`src/rtl/fetch_pkg.sv`:
```
// rtl/fetch_pkg.sv - shared fetch-stage defaults, FSM states and IF/ID entry type
package fetch_pkg;

    localparam int unsigned XLEN_DEFAULT         = 32;
    localparam logic [31:0] RESET_VECTOR_DEFAULT = 32'h0000_0000;
    // addi x0,x0,0 used as the bubble encoding
    localparam logic [31:0] NOP_INSTR_DEFAULT    = 32'h0000_0013;

    typedef enum logic {
        BOOT = 1'b0,
        RUN  = 1'b1
    } fetch_state_t;

    // IF/ID entry as seen by the decode stage
    typedef struct packed {
        logic                    valid;
        logic [XLEN_DEFAULT-1:0] pc;
        logic [XLEN_DEFAULT-1:0] pc_plus4;
        logic [31:0]             instr;
    } if_id_t;

endpackage

```
`src/rtl/pc_reg.sv`:
```
// rtl/pc_reg.sv - program counter register with redirect priority over advance
module pc_reg
    import fetch_pkg::*;
#(
    parameter int unsigned     XLEN         = XLEN_DEFAULT,
    parameter logic [XLEN-1:0] RESET_VECTOR = XLEN'(RESET_VECTOR_DEFAULT)
) (
    input  logic            clk_i,
    input  logic            rst_ni,
    input  logic            redirect_valid_i,
    input  logic [XLEN-1:0] redirect_pc_i,
    input  logic            advance_i,
    output logic [XLEN-1:0] pc_o
);

    localparam logic [XLEN-1:0] PC_STEP = XLEN'(4);

    logic [XLEN-1:0] pc_q;
    logic [XLEN-1:0] pc_d;

    // next pc: redirect wins, otherwise sequential step (wraps modulo 2^XLEN)
    always_comb begin
        pc_d = pc_q;
        if (redirect_valid_i) begin
            pc_d = redirect_pc_i;
        end else if (advance_i) begin
            pc_d = pc_q + PC_STEP;
        end
    end

    // pc state register
    always_ff @(posedge clk_i or negedge rst_ni) begin
        if (!rst_ni) begin
            pc_q <= RESET_VECTOR;
        end else begin
            pc_q <= pc_d;
        end
    end

    assign pc_o = pc_q;

endmodule

```
`src/rtl/fetch_stage.sv`:
```
// rtl/fetch_stage.sv - instruction fetch stage with IF/ID register; optional FETCH_MISALIGN_TRAP_EN
module fetch_stage
    import fetch_pkg::*;
#(
    parameter int unsigned     XLEN         = XLEN_DEFAULT,
    parameter logic [XLEN-1:0] RESET_VECTOR = XLEN'(RESET_VECTOR_DEFAULT),
    parameter logic [31:0]     NOP_INSTR    = NOP_INSTR_DEFAULT
) (
    input  logic            Clk,
    input  logic            reset,
    output logic [XLEN-1:0] imem_addr,
    input  logic [31:0]     imem_rdata,
    input  logic            redirect_valid,
    input  logic [XLEN-1:0] redirect_pc,
    input  logic            id_ready,
    output logic            if_valid,
    output logic [XLEN-1:0] if_pc,
    output logic [XLEN-1:0] if_pc_plus4,
    output logic [31:0]     if_instr
`ifdef FETCH_MISALIGN_TRAP_EN
    ,
    output logic            if_misalign
`endif
);

    localparam logic [XLEN-1:0] PC_STEP = XLEN'(4);

    fetch_state_t    state_q, state_d;
    logic [XLEN-1:0] pc;
    logic            load;
    logic            advance;
    logic            misfetch;
    logic            frozen;

    logic            valid_q, valid_d;
    logic [XLEN-1:0] if_pc_q, if_pc_d;
    logic [XLEN-1:0] plus4_q, plus4_d;
    logic [31:0]     instr_q, instr_d;
`ifdef FETCH_MISALIGN_TRAP_EN
    logic            mis_q, mis_d;
`endif

    pc_reg #(
        .XLEN         (XLEN),
        .RESET_VECTOR (RESET_VECTOR)
    ) u_pc_reg (
        .clk_i            (Clk),
        .rst_ni           (reset),
        .redirect_valid_i (redirect_valid),
        .redirect_pc_i    (redirect_pc),
        .advance_i        (advance),
        .pc_o             (pc)
    );

    assign imem_addr = pc;

`ifdef FETCH_MISALIGN_TRAP_EN
    // a misaligned pc turns the load into a trap entry and freezes fetch
    assign frozen   = mis_q;
    assign misfetch = load && (pc[1:0] != 2'b00);
`else
    assign frozen   = 1'b0;
    assign misfetch = 1'b0;
`endif

    assign advance = load && !misfetch;

    // FSM next state and load decision; redirect overrides everything
    always_comb begin
        state_d = state_q;
        load    = 1'b0;
        if (redirect_valid) begin
            state_d = RUN;
        end else begin
            case (state_q)
                BOOT:    state_d = RUN;
                RUN:     load    = (!valid_q || id_ready) && !frozen;
                default: state_d = BOOT;
            endcase
        end
    end

    // FSM state register
    always_ff @(posedge Clk or negedge reset) begin
        if (!reset) begin
            state_q <= BOOT;
        end else begin
            state_q <= state_d;
        end
    end

    // IF/ID next entry: redirect flushes to a bubble, load captures the fetched word
    always_comb begin
        valid_d = valid_q;
        if_pc_d = if_pc_q;
        plus4_d = plus4_q;
        instr_d = instr_q;
`ifdef FETCH_MISALIGN_TRAP_EN
        mis_d   = mis_q;
`endif
        if (redirect_valid) begin
            valid_d = 1'b0;
            instr_d = NOP_INSTR;
`ifdef FETCH_MISALIGN_TRAP_EN
            mis_d   = 1'b0;
`endif
        end else if (load) begin
            valid_d = 1'b1;
            if_pc_d = pc;
            plus4_d = pc + PC_STEP;
            instr_d = misfetch ? NOP_INSTR : imem_rdata;
`ifdef FETCH_MISALIGN_TRAP_EN
            mis_d   = misfetch;
`endif
        end
    end

    // IF/ID pipeline register
    always_ff @(posedge Clk or negedge reset) begin
        if (!reset) begin
            valid_q <= 1'b0;
            if_pc_q <= '0;
            plus4_q <= '0;
            instr_q <= NOP_INSTR;
`ifdef FETCH_MISALIGN_TRAP_EN
            mis_q   <= 1'b0;
`endif
        end else begin
            valid_q <= valid_d;
            if_pc_q <= if_pc_d;
            plus4_q <= plus4_d;
            instr_q <= instr_d;
`ifdef FETCH_MISALIGN_TRAP_EN
            mis_q   <= mis_d;
`endif
        end
    end

    assign if_valid    = valid_q;
    assign if_pc       = if_pc_q;
    assign if_pc_plus4 = plus4_q;
    assign if_instr    = instr_q;
`ifdef FETCH_MISALIGN_TRAP_EN
    assign if_misalign = mis_q;
`endif

endmodule

```
`config.mk`:
```
export PLATFORM = sky130hd
export DESIGN_NAME = fetch_stage
export DESIGN_NICKNAME = d
export VERILOG_FILES = /design/src/rtl/fetch_pkg.sv /design/src/rtl/pc_reg.sv /design/src/rtl/fetch_stage.sv
export SDC_FILE = /design/constraint.sdc
export NUM_CORES = 1
export LEC_CHECK = 0
export CELL_PAD_IN_SITES_DETAIL_PLACEMENT = 2
export CELL_PAD_IN_SITES_GLOBAL_PLACEMENT = 2
export CORE_MARGIN = 3
export CORE_UTILIZATION = 24
export DETAILED_ROUTE_END_ITERATION = 7
export PLACE_DENSITY_LB_ADDON = 0.1
export SKIP_LAST_GASP = 1
export SLEW_MARGIN = 20
export SYNTH_ARGS = -nofsm -noshare
export SYNTH_HDL_FRONTEND = slang
export SYNTH_SLANG_ARGS = --single-unit
```
`constraint.sdc`:
```
create_clock -name Clk -period 1.9 [get_ports Clk]
set_input_delay 0.38 -clock Clk [delete_from_list [all_inputs] [get_ports Clk]]
set_output_delay 0.38 -clock Clk [all_outputs]
set_load 0.03 [all_outputs]
```
==> flow_metrics.env <==
export IMPL_dr_pass1_iters=4
export IMPL_cts_tree="done"
export IMPL_path_max_fanout=9
export IMPL_core_mm2=0.0237
export IMPL_drive_gt1_share_pct=15.5
export IMPL_fill_cells=2659
export IMPL_rsz0062_at_grt="yes"
export IMPL_seq_area_frac_synth_pct=55.0
export IMPL_clock_path_buffers=2
export IMPL_syn_num_nets=720
export IMPL_placedCellCount=1172
export IMPL_maxCapViolations=0
export IMPL_seqCellArea_mm2=0.00323
export IMPL_cp_required_ps=2200
export IMPL_final_cell_mix="nand2_1 (240), clkdlybuf4s50_1 (123), dfrtp_1 (106), buf_4 (54), o21ai_0 (53)"
export IMPL_nNetsFinal=945
export IMPL_setup_viol=0
export IMPL_grt_usage_pct=17.8
export IMPL_grt_max_degree=96
export IMPL_synth_edf_count=0
export IMPL_io_pins=197
export IMPL_grt_pass1_wl_mm=36.5
export IMPL_grt_pass1_vias=6400
export IMPL_place_hpwl_mm=16.5
export IMPL_synthArstFlopShare_pct=100
export IMPL_ys_seq_elements=128
export IMPL_dpl_cell_area_mm2=0.00861
export IMPL_area_growth_pct=60.5
export IMPL_fin_util_pct=39.5
export IMPL_antenna_found_initial=1
export IMPL_ys_flop_type="dfrtp_1"
export IMPL_final_cell_area_mm2=0.00936
export IMPL_end_kind="register"
export IMPL_power_density_mw_per_mm2=1010
export IMPL_synth_cells=651
export IMPL_vias_per_cell=4.53
export IMPL_vias=5476
export IMPL_stdcell_count=1208
export IMPL_fin_crit_ps=1850
export IMPL_syn_area_mm2=0.00583
export IMPL_avgSynthCellArea_um2=8.96
export IMPL_wl_mm=22.7
export IMPL_ant_nets=0
export IMPL_cts_clk_slew_worst_paths_ps=60
export IMPL_multi_input_area_mm2=0.00248
export IMPL_avgRoutedWirePerCell_um=18.8
export IMPL_clk_latency_ps=430
export IMPL_num_antenna_cells=0
export IMPL_cts_root_buf="clkbuf_16"
export IMPL_grt_overflow=0
export IMPL_layout_worst_path_cycle_share_pct=97.4
export IMPL_arrival_ps=2150
export IMPL_tns_ps=0
export IMPL_h_tree_depth=4
export IMPL_drc=0
export IMPL_numCtsBuffers=17
export IMPL_die_width_um=162
export IMPL_port_buffers=196
export IMPL_fin_worst_skew_ps=14.9
export IMPL_path_class="register to register"
export IMPL_cp_start_kind="register"
export IMPL_total_power_mw=9.45
export IMPL_slew_violations=0
export IMPL_die_area_mm2=0.0262
export IMPL_p_leak_nw=4.46
export IMPL_initial_core_util_pct=24.6
export IMPL_place_ws_ps=-170
export IMPL_max_freq_mhz=540
export IMPL_min_path_type="primary input to asynchronous set/reset pin"
export IMPL_drt_first_iter_violations=165
export IMPL_whs_ps=380
export IMPL_fp_dieH_um=162
export IMPL_fin_ws_ps=49.2
export IMPL_cts_sinks=128
export IMPL_final_common_cell="nand2_1"
export IMPL_hold_viol_final=0
export IMPL_rows=56
export IMPL_status="completed"
export IMPL_vdd_ir_drop_max_mv=0.539
export IMPL_synth_warning_count=0
export IMPL_synth_cell_types=37
export IMPL_gp_congestion=0.756
[per-layer routing]
layer  up-vias  GRT usage (%)  wire length, µm
met5         -              0               13
met4         2           3.72              198
met3        17           6.35             1500
met2       125           30.4            11300
met1      2770           21.9             9690
li1       2562              -                -
[layout make-up]
cell class,count,area share (%)
inverter,1,0.0401
sequential,128,34.5
multi-input combinational,469,26.5
clock buffer,20,4.88
tap,319,4.26
timing repair buffer,259,27.6
clock inverter,12,2.22
[worst max-delay path: stages (launching register included)]
cell     delay [ps]
dfrtp_2         360
nand4_1         150
or4_4           690
nor4b_4         280
xnor2_1         170
o21ai_1          70
[state kept, by name, summed over array words and instances (netlist names)]
register / flops
if_instr: 32
if_pc: 32
if_pc_plus4: 30
if_valid: 1
state_q: 1
u_pc_reg.pc_o: 32
[timing repair]
action                                  4_1_cts  5_1_grt
resized for setup                            39       39
hold buffers                                  1        0
pin swaps                                     0        2
endpoints found under the hold margin        21        0
buffers inserted                              0        3
gates cloned                                  0        0
endpoints found under the setup margin       46       48
[synthesized netlist by cell type, drive strengths merged, types with 7 or more instances]
library cell,n,share of area (%)
xnor2,26,3.9
a21oi,29,2.5
nor2,15,0.97
clkbuf,39,2.5
o21ai,58,5.0
nor4,7,1.3
dfrtp,125,54
xor2,31,4.7
nand3,15,1.3
nand2,240,15
nand4,16,2.0
buf,14,1.3
nor3,10,0.86
[worst paths after layout]
kind | startpoint | endpoint | slack [ps] | cells past startpoint
worst min register to register | if_pc[3]$_DFFE_PN0P_ | if_pc[3]$_DFFE_PN0P_ | 480 | 2
min in group Clk | if_pc[3]$_DFFE_PN0P_ | if_pc[3]$_DFFE_PN0P_ | 480 | 2
worst min-delay path | reset | if_pc_plus4[11]$_DFFE_PN0P_ | 380 | 2
worst max register to register | u_pc_reg.pc_o[12]$_DFFE_PN0P_ | u_pc_reg.pc_o[30]$_DFFE_PN0P_ | 50 | 5
max in group asynchronous | reset | if_instr[0]$_DFFE_PN1P_ | 900 | 3
worst max-delay path | u_pc_reg.pc_o[12]$_DFFE_PN0P_ | u_pc_reg.pc_o[30]$_DFFE_PN0P_ | 50 | 5
[logic make-up (layout without fill, tap and decap cells)]
group / after synthesis / in the layout / synth area share [%]
adder cells (fa/ha/maj): 1 / 1 / 0.215
other: 1 / 1 / 0.0643
multiplexers: 4 / 4 / 0.751
XOR/XNOR: 57 / 57 / 8.56
flip-flops: 128 / 128 / 55.0
buffers and inverters: 54 / 292 / 3.90
AO/OA/AOI/OAI: 87 / 87 / 7.47
AND/OR/NAND/NOR: 319 / 319 / 24.1
[power breakdown]
part / switching [mW] / internal, mW / leakage [nW]
sequential: 0.250 / 3.07 / 1.59
combinational: 1.43 / 0.968 / 2.55
clock: 1.32 / 2.41 / 0.313
total: 3.00 / 6.45 / 4.46
Power figures use the tool's default switching activity.
